## src/rtl/pipeline_hazard_controller.sv

```systemverilog
// pipeline_hazard_controller: stall/flush control for a 5-stage pipeline with data-memory wait timeout.
// Optional performance counters enabled by defining PIPE_PERF_CNT_EN.
module pipeline_hazard_controller #(
  parameter logic [7:0] TIMEOUT = 8'd64
) (
  input  logic        clk_i,
  input  logic        reset_i,
  input  logic [4:0]  id_rs1_i,
  input  logic [4:0]  id_rs2_i,
  input  logic [4:0]  ex_rd_i,
  input  logic        ex_mem_read_i,
  input  logic        branch_taken_i,
  input  logic        dmem_req_i,
  input  logic        dmem_ready_i,
  input  logic        imem_ready_i,
  output logic        pc_en_o,
  output logic        if_id_en_o,
  output logic        if_id_flush_o,
  output logic        id_ex_en_o,
  output logic        id_ex_flush_o,
  output logic        ex_mem_en_o,
  output logic        mem_wb_en_o,
  output logic        mem_wb_flush_o,
  output logic        fault_o,
  output logic [1:0]  state_o,
  output logic [31:0] stall_cycles_o,
  output logic [31:0] flush_count_o
);
  typedef enum logic [1:0] {RUN = 2'b00, DWAIT = 2'b01, BAD = 2'b10, FAULT = 2'b11} state_t;
  state_t state, state_nx;
  logic [7:0] wait_cnt, wait_cnt_nx;
  logic load_use, dstall, br_flush;
  assign load_use = ex_mem_read_i & (ex_rd_i != 5'd0) & ((ex_rd_i == id_rs1_i) | (ex_rd_i == id_rs2_i));
  assign dstall   = ~dmem_ready_i & ((state == RUN & dmem_req_i) | state == DWAIT);
  assign br_flush = branch_taken_i & ~dstall & (state == RUN | state == DWAIT);
  assign state_o  = state;
  always_ff @(posedge clk_i or negedge reset_i)
    if (!reset_i) begin
      state    <= RUN;
      wait_cnt <= 8'd0;
    end else begin
      state    <= state_nx;
      wait_cnt <= wait_cnt_nx;
    end
  always_comb begin
    state_nx    = state;
    wait_cnt_nx = wait_cnt;
    case (state)
      RUN: if (dstall) begin
        state_nx    = DWAIT;
        wait_cnt_nx = 8'd1;
      end
      DWAIT: if (dmem_ready_i) begin
        state_nx    = RUN;
        wait_cnt_nx = 8'd0;
      end else if (wait_cnt == TIMEOUT) state_nx = FAULT;
      else wait_cnt_nx = wait_cnt + 8'd1;
      FAULT:   state_nx = FAULT;
      default: state_nx = RUN;
    endcase
  end
  // priority chain: reset, fault, illegal state, memory wait, branch, load-use, fetch miss
  always_comb begin
    pc_en_o        = 1'b1;
    if_id_en_o     = 1'b1;
    if_id_flush_o  = 1'b0;
    id_ex_en_o     = 1'b1;
    id_ex_flush_o  = 1'b0;
    ex_mem_en_o    = 1'b1;
    mem_wb_en_o    = 1'b1;
    mem_wb_flush_o = 1'b0;
    fault_o        = 1'b0;
    if (!reset_i) begin
      {pc_en_o, if_id_en_o, id_ex_en_o, ex_mem_en_o, mem_wb_en_o} = 5'b0;
      {if_id_flush_o, id_ex_flush_o, mem_wb_flush_o} = 3'b111;
    end else if (state == FAULT) begin
      {pc_en_o, if_id_en_o, id_ex_en_o, ex_mem_en_o, mem_wb_en_o} = 5'b0;
      mem_wb_flush_o = 1'b1;
      fault_o        = 1'b1;
    end else if (state == BAD) begin
      {pc_en_o, if_id_en_o, id_ex_en_o, ex_mem_en_o, mem_wb_en_o} = 5'b0;
    end else if (dstall) begin
      {pc_en_o, if_id_en_o, id_ex_en_o, ex_mem_en_o} = 4'b0;
      mem_wb_flush_o = 1'b1;
    end else if (br_flush) begin
      if_id_flush_o = 1'b1;
      id_ex_flush_o = 1'b1;
    end else if (load_use) begin
      pc_en_o       = 1'b0;
      if_id_en_o    = 1'b0;
      id_ex_flush_o = 1'b1;
    end else if (!imem_ready_i) begin
      pc_en_o       = 1'b0;
      if_id_flush_o = 1'b1;
    end
  end
`ifdef PIPE_PERF_CNT_EN
  logic [31:0] stall_q, flush_q;
  always_ff @(posedge clk_i or negedge reset_i)
    if (!reset_i) begin
      stall_q <= 32'd0;
      flush_q <= 32'd0;
    end else begin
      if (!pc_en_o && state != FAULT) stall_q <= stall_q + 32'd1;
      if (br_flush) flush_q <= flush_q + 32'd1;
    end
  assign stall_cycles_o = stall_q;
  assign flush_count_o  = flush_q;
`else
  assign stall_cycles_o = 32'd0;
  assign flush_count_o  = 32'd0;
`endif
endmodule
```

## config.mk

```make
export PLATFORM = sky130hd
export DESIGN_NAME = pipeline_hazard_controller
export DESIGN_NICKNAME = d
export VERILOG_FILES = /design/src/rtl/pipeline_hazard_controller.sv
export SDC_FILE = /design/constraint.sdc
export NUM_CORES = 1
export LEC_CHECK = 0
export CAP_MARGIN = 5
export CORE_UTILIZATION = 31
export CTS_CLUSTER_SIZE = 30
export DETAILED_ROUTE_END_ITERATION = 16
export GPL_TIMING_DRIVEN = 0
export PLACE_DENSITY = 0.76
export SKIP_CTS_REPAIR_TIMING = 1
export SYNTH_ARGS = -nofsm -noshare
export SYNTH_HDL_FRONTEND = slang
export SYNTH_SLANG_ARGS = --single-unit
```

## constraint.sdc

```tcl
create_clock -name clk_i -period 1.7 [get_ports clk_i]
set_input_delay 0.34 -clock clk_i [delete_from_list [all_inputs] [get_ports clk_i]]
set_output_delay 0.34 -clock clk_i [all_outputs]
set_load 0.1 [all_outputs]
```

After elaboration in Yosys (flattened, before gate mapping)
Index checks and enable logic that the tools add are counted.
{"block": "totals", "register_bits": 10}
{"block": "op_classes", "n_addsub": 1, "n_eq_ne": 9, "n_mux": 47, "bitwise": 11, "n_reduce_logical": 5}
{"op": "$mux 1", "count": 39}
{"op": "$mux 8", "count": 3}
{"op": "$pmux 8 s2", "count": 1}
{"op": "$eq 5x5->1", "count": 2}
{"op": "$add 8x1->8 const B", "count": 1}
{"op": "$eq 8x7->1 const B", "count": 1}
{"op": "$and 1x1->1", "count": 6}
{"op": "$mux 2", "count": 3}
{"op": "$pmux 2 s3", "count": 1}
{"op": "$reduce_bool 5->1", "count": 1}
{"op": "$eq 2x2->1 const B", "count": 2}
{"op": "$ne 3x2->1 const B", "count": 1}
{"op": "$ne 3x3->1 const B", "count": 1}
{"op": "$or 1x1->1", "count": 3}
{"op": "$reduce_and 3->1", "count": 1}
{"op": "$eq 2x1->1 const B", "count": 1}
{"op": "$logic_not 2->1", "count": 1}
{"op": "$ne 2x2->1 const B", "count": 1}
{"op": "$not 1->1", "count": 2}
{"op": "$reduce_and 2->1", "count": 1}
{"op": "$reduce_bool 2->1", "count": 1}

Depth between registers and ports, before layout
{"block": "logic_depth", "word_depth": 12, "ltp_mapped": 5}

Worst setup path after synthesis
No wires, ideal clock.
{"block": "synth_path", "path_type": "reg-to-output", "startpoint": "register state[0], in the netlist state_o[0]", "endpoint": "output port if_id_en_o", "t_arrival_ns": 5.660, "t_required_ns": 1.360, "setup_slack_ns": -4.300, "stages_incl_launch_ff": 4, "path_buffers": 0, "cell_sequence": "dfrtp_1 > o21ba_2 > nor3_1 > a21boi_0"}
{"block": "synth_between", "elab_chain_len": 12, "elab_cells_between_ends": 16, "cone_classes": "eq/ne (3); mux (5); bitwise (7); reduce/logical (1)"}
{"element": "from (decl)", "line_no": "30", "source": "state_t state, state_nx;"}
{"element": "from (signal assigned)", "line_no": "42", "source": "state <= state_nx;"}
{"element": "$logic_not 2->1", "line_no": "34, 35"}
{"element": "$and 1x1->1", "line_no": "34", "source": "assign dstall = ~dmem_ready_i & ((state == RUN & dmem_req_i) | state == DWAIT);"}
{"element": "$or 1x1->1", "line_no": "34"}
{"element": "$and 1x1->1", "line_no": "34"}
{"element": "$not 1->1", "line_no": "35", "source": "assign br_flush = branch_taken_i & ~dstall & (state == RUN | state == DWAIT);"}
{"element": "$and 1x1->1 (2 in a row)", "line_no": "35"}
{"element": "$mux 1", "line_no": "85", "source": "end else if (br_flush) begin"}
{"element": "$mux 1", "line_no": "82", "source": "end else if (dstall) begin"}
{"element": "$mux 1", "line_no": "80", "source": "end else if (state == BAD) begin"}
{"element": "$mux 1 (*)", "line_no": "76", "source": "end else if (state == FAULT) begin"}
{"element": "$mux 1 (*)", "line_no": "73", "source": "if (!reset_i) begin"}
{"element": "to (decl)", "line_no": "17", "source": "output logic if_id_en_o,"}
Mark *: on every way between the ends. The rest lies on a longest branch, timed or not.

Worst setup path in the final report
{"block": "layout_path", "startpoint": "register state[0], in the netlist state_o[0]", "endpoint": "output port pc_en_o"}
{"block": "layout_between", "elab_chain_len": 12, "elab_cells_between_ends": 16, "cone_classes": "eq/ne (3); mux (5); bitwise (7); reduce/logical (1)"}
{"element": "$logic_not 2->1", "line_no": "34, 35"}
{"element": "$and 1x1->1", "line_no": "34"}
{"element": "$or 1x1->1", "line_no": "34"}
{"element": "$and 1x1->1", "line_no": "34"}
{"element": "$not 1->1", "line_no": "35"}
{"element": "$and 1x1->1 (2 in a row)", "line_no": "35"}
{"element": "$mux 1", "line_no": "85"}
{"element": "$mux 1", "line_no": "82"}
{"element": "$mux 1", "line_no": "80"}
{"element": "$mux 1 (*)", "line_no": "76"}
{"element": "$mux 1 (*)", "line_no": "73"}
{"element": "to (decl)", "line_no": "16", "source": "output logic pc_en_o,"}
Marks and branches as above.

==> summary.txt <==
Synthesis
  – Post-synthesis sequential area ratio: between 10% and 20%
  – Synth top area share: between 30% and 40%
  – Simple-gate share of the synthesized area: between 15 and 20%
  – #FFs+latches synth: 10
  – Synth cell types: 38
  – Area contributors post-synth: buf_4 37%, dfrtp_1 19%, xnor2_1 8.7%
  – Post-synthesis compound-gate area fraction: 14.1%
  – Synth Warn #: 0
  – Post-synth ARST share: between 90% and 100%
  – Post-synthesis mux area share: less than 1%
  – Post-synth top area cell: buf_4
  – Main flop type after synthesis: dfrtp_1
  – Synth Area in XOR/XNOR: between 8 and 9%
  – Synthesized instance count: between 150 and 200
  – Mean Syn Cell Area: about 8 sq um
  – Synthesized area: about 0.0013 sq mm
  – Main combinational cell family by area after synthesis: buffers and inverters
  – Post-synth EDFFs: 0
  – Post-Synth Adder-Cell Area: under 10%

Critical path
  – Slowest-stage cell, CP: dfrtp_4
  – CP Capture Type: output port
  – CP Max Fanout: 5
  – Crit path kind: reg2out
  – Worst Setup Start Kind: flop
  – Worst R2R Path Depth: 5
  – Worst EP required: between 1 and 1.5 ns
  – CP max stage delay: between 0.4 and 0.5 ns
  – Crit path DAT: 1.77 ns
  – CP Cell Sequence: o21ba_4, nor3b_4, buf_4, o21ai_4, a21oi_4, buf_12

Hold path
  – Hold path cells: 2
  – Hold WC Path Type: in2reg

Timing
  – Max_slew headroom: between 60 and 70%
  – Post-route setup TNS: -1.88 ns
  – Final WS setup: -0.412 ns
  – Hold WS: 0.497 ns
  – Max Slew Vio Count: 0
  – Final min period: 2.11 ns
  – F_max: between 400 and 500 MHz
  – Final setup vio count: 7
  – RSZ-0062 raised after global routing: true
  – Setup Skew: ~0.0046 ns
  – Hold Fails Final Rpt: 0
  – Final Cycle Share: 124%
  – Slew @ Worst Pin: between 0.5 and 0.6 ns

Layout
  – Layout Nets: a little over 300
  – Filler cell count in the final layout: around 330
  – Seq. cell area: 258 sq um
  – Leading cell type in the layout, fill and taps excluded: buf_4
  – Area of the multi-input gates: about 950 sq um
  – Area Overhead vs Synth: 85.0%
  – Share of cells above drive strength 1: a little under half
  – Diode count: 0
  – Most frequent cells in the layout: 78 x buf_4, 64 x conb_1, 14 x dlymetal6s2s_1
  – Post-layout util: roughly three fifths

Clocking
  – Worst skew pair latency: roughly 0.23 ns
  – Clock tree sinks: 10
  – H-tree Lvls: 1
  – Clock Tree Buf Depth: 2
  – Clock-pin slew on the worst setup and hold paths: 0.05 ns
  – Clk root buf: clkbuf_8
  – CTS tree: built
  – CTS Buf Count: 3

Routing
  – DRT iter0 DRCs: 22
  – Routed len/inst: 9.53 microns
  – Routed Antenna Nets: 0
  – Via count: between 1000 and 1500
  – Vias/cell: about 3.8
  – Detailed-route DRC error count: 0
  – Final wirelength: between 3000 and 4000 microns
  – 1st-pass router iterations: 4

Power and ir drop
  – Worst vdd ir: roughly 360 uV
  – Power Density: around 700 mW/mm^2
  – Final Total Pwr: 1700 uW
  – Leak: between 0.001 and 0.0015 uW

Outcome
  – Status: complete, but fails checks
  – Failing checks: negative setup slack

GRT
  – Total gr overflow: 0
  – Total GRT Usage: about 11%
  – First-pass GRT wire length: between 3000 and 4000 microns
  – Number of global-route vias before repair: between 800 and 900
  – Antenna violations before repair: 0
  – Largest net degree at the start of global routing: 15

Place
  – # port buffers: 32
  – RePlAce Congestion: roughly 0.76
  – Dpl hpwl: 2200 microns

Die
  – Initial core utilization: about a third
  – I/O pin count: a little under 100
  – Rows: 23
  – Die ar.: ~0.0045 sq mm
  – Placeable Area: just over 0.004 sq mm
  – Die H: 66.9 microns
  – DIE WIDTH: around 67 microns

Run
  – Max-Cap Viols: 0
cells in the mapped netlist, types with 3 or more instances:
master and instances:
inv_1 6, xnor2_1 13, nand3_1 3, o21ai_0 5, nor2_1 5, buf_4 65
nand2_1 7, a21oi_1 10, dfrtp_1 10, nor3_1 4, or3_1 3
critical path, delay by kind of cell, from the launching register on:
| family | cells | cell delay [ns] |
|---|---|---|
| flip-flops | 1 | 0.49 |
| AO/OA/AOI/OAI | 3 | 0.44 |
| buffers and inverters | 2 | 0.35 |
| AND/OR/NAND/NOR | 1 | 0.24 |
report_power, final:
group	switching (uW)	leakage, uW	internal (uW)	total, uW
logic	890	0.00117	294	1180
registers	13.3	0.000132	251	265
clock network	88.3	0.0000228	164	252
total	991	0.00133	709	1700
registers in the layout, indices dropped and copies added (netlist names):
register / flops
wait_cnt: 8
state_o: 2
metrics by stage:
step / setup WS (ns) / area (sq um) / instances
after floorplan: -1.13 / 1650 / 226
after global placement: -1.83 / 2030 / 308
after detailed placement: -1.85 / 2030 / 308
after CTS: -1.86 / 2070 / 312
after global routing: -0.446 / 2420 / 329
final: -0.412 / 2420 / 329
layer usage:
metal,wire [microns],up-vias,global-route usage (%)
li1,-,657,-
met5,0,-,0
met2,1650,51,20.2
met1,1240,546,12.8
met3,178,6,1.37
met4,68,0,4.79
path summary, 6_finish.rpt:
path | from | slack (ns) | end
setup reg to reg | state_o[0]$_DFFE_PN0P_ | 0.14 | wait_cnt[6]$_DFFE_PN0P_
setup / recovery | state_o[0]$_DFFE_PN0P_ | -0.41 | pc_en_o
max in group asynchronous | reset_i | 0.67 | state_o[0]$_DFFE_PN0P_
hold reg to reg | wait_cnt[7]$_DFFE_PN0P_ | 0.56 | wait_cnt[7]$_DFFE_PN0P_
hold / removal | dmem_ready_i | 0.50 | state_o[0]$_DFFE_PN0P_
min in group asynchronous | reset_i | 0.68 | wait_cnt[0]$_DFFE_PN0P_
cells by family after synthesis:
group / after synthesis
buffers and inverters: 73
muxes: 1
xor gates and xnor gates: 13
DFF: 10
and+or+nand+nor: 35
other: 1
adders and majority gates: 2
AOI/OAI and AO/OA: 28
cell type report:
class	instances	area share [%]
multi-input cells	143	39.4
repair buffers	49	23.6
plain buffers	66	20.5
flip-flops and latches	10	10.7
well taps	50	2.59
clock buffers	4	1.86
inverters	7	1.40
Power figures use the tool's default switching activity.
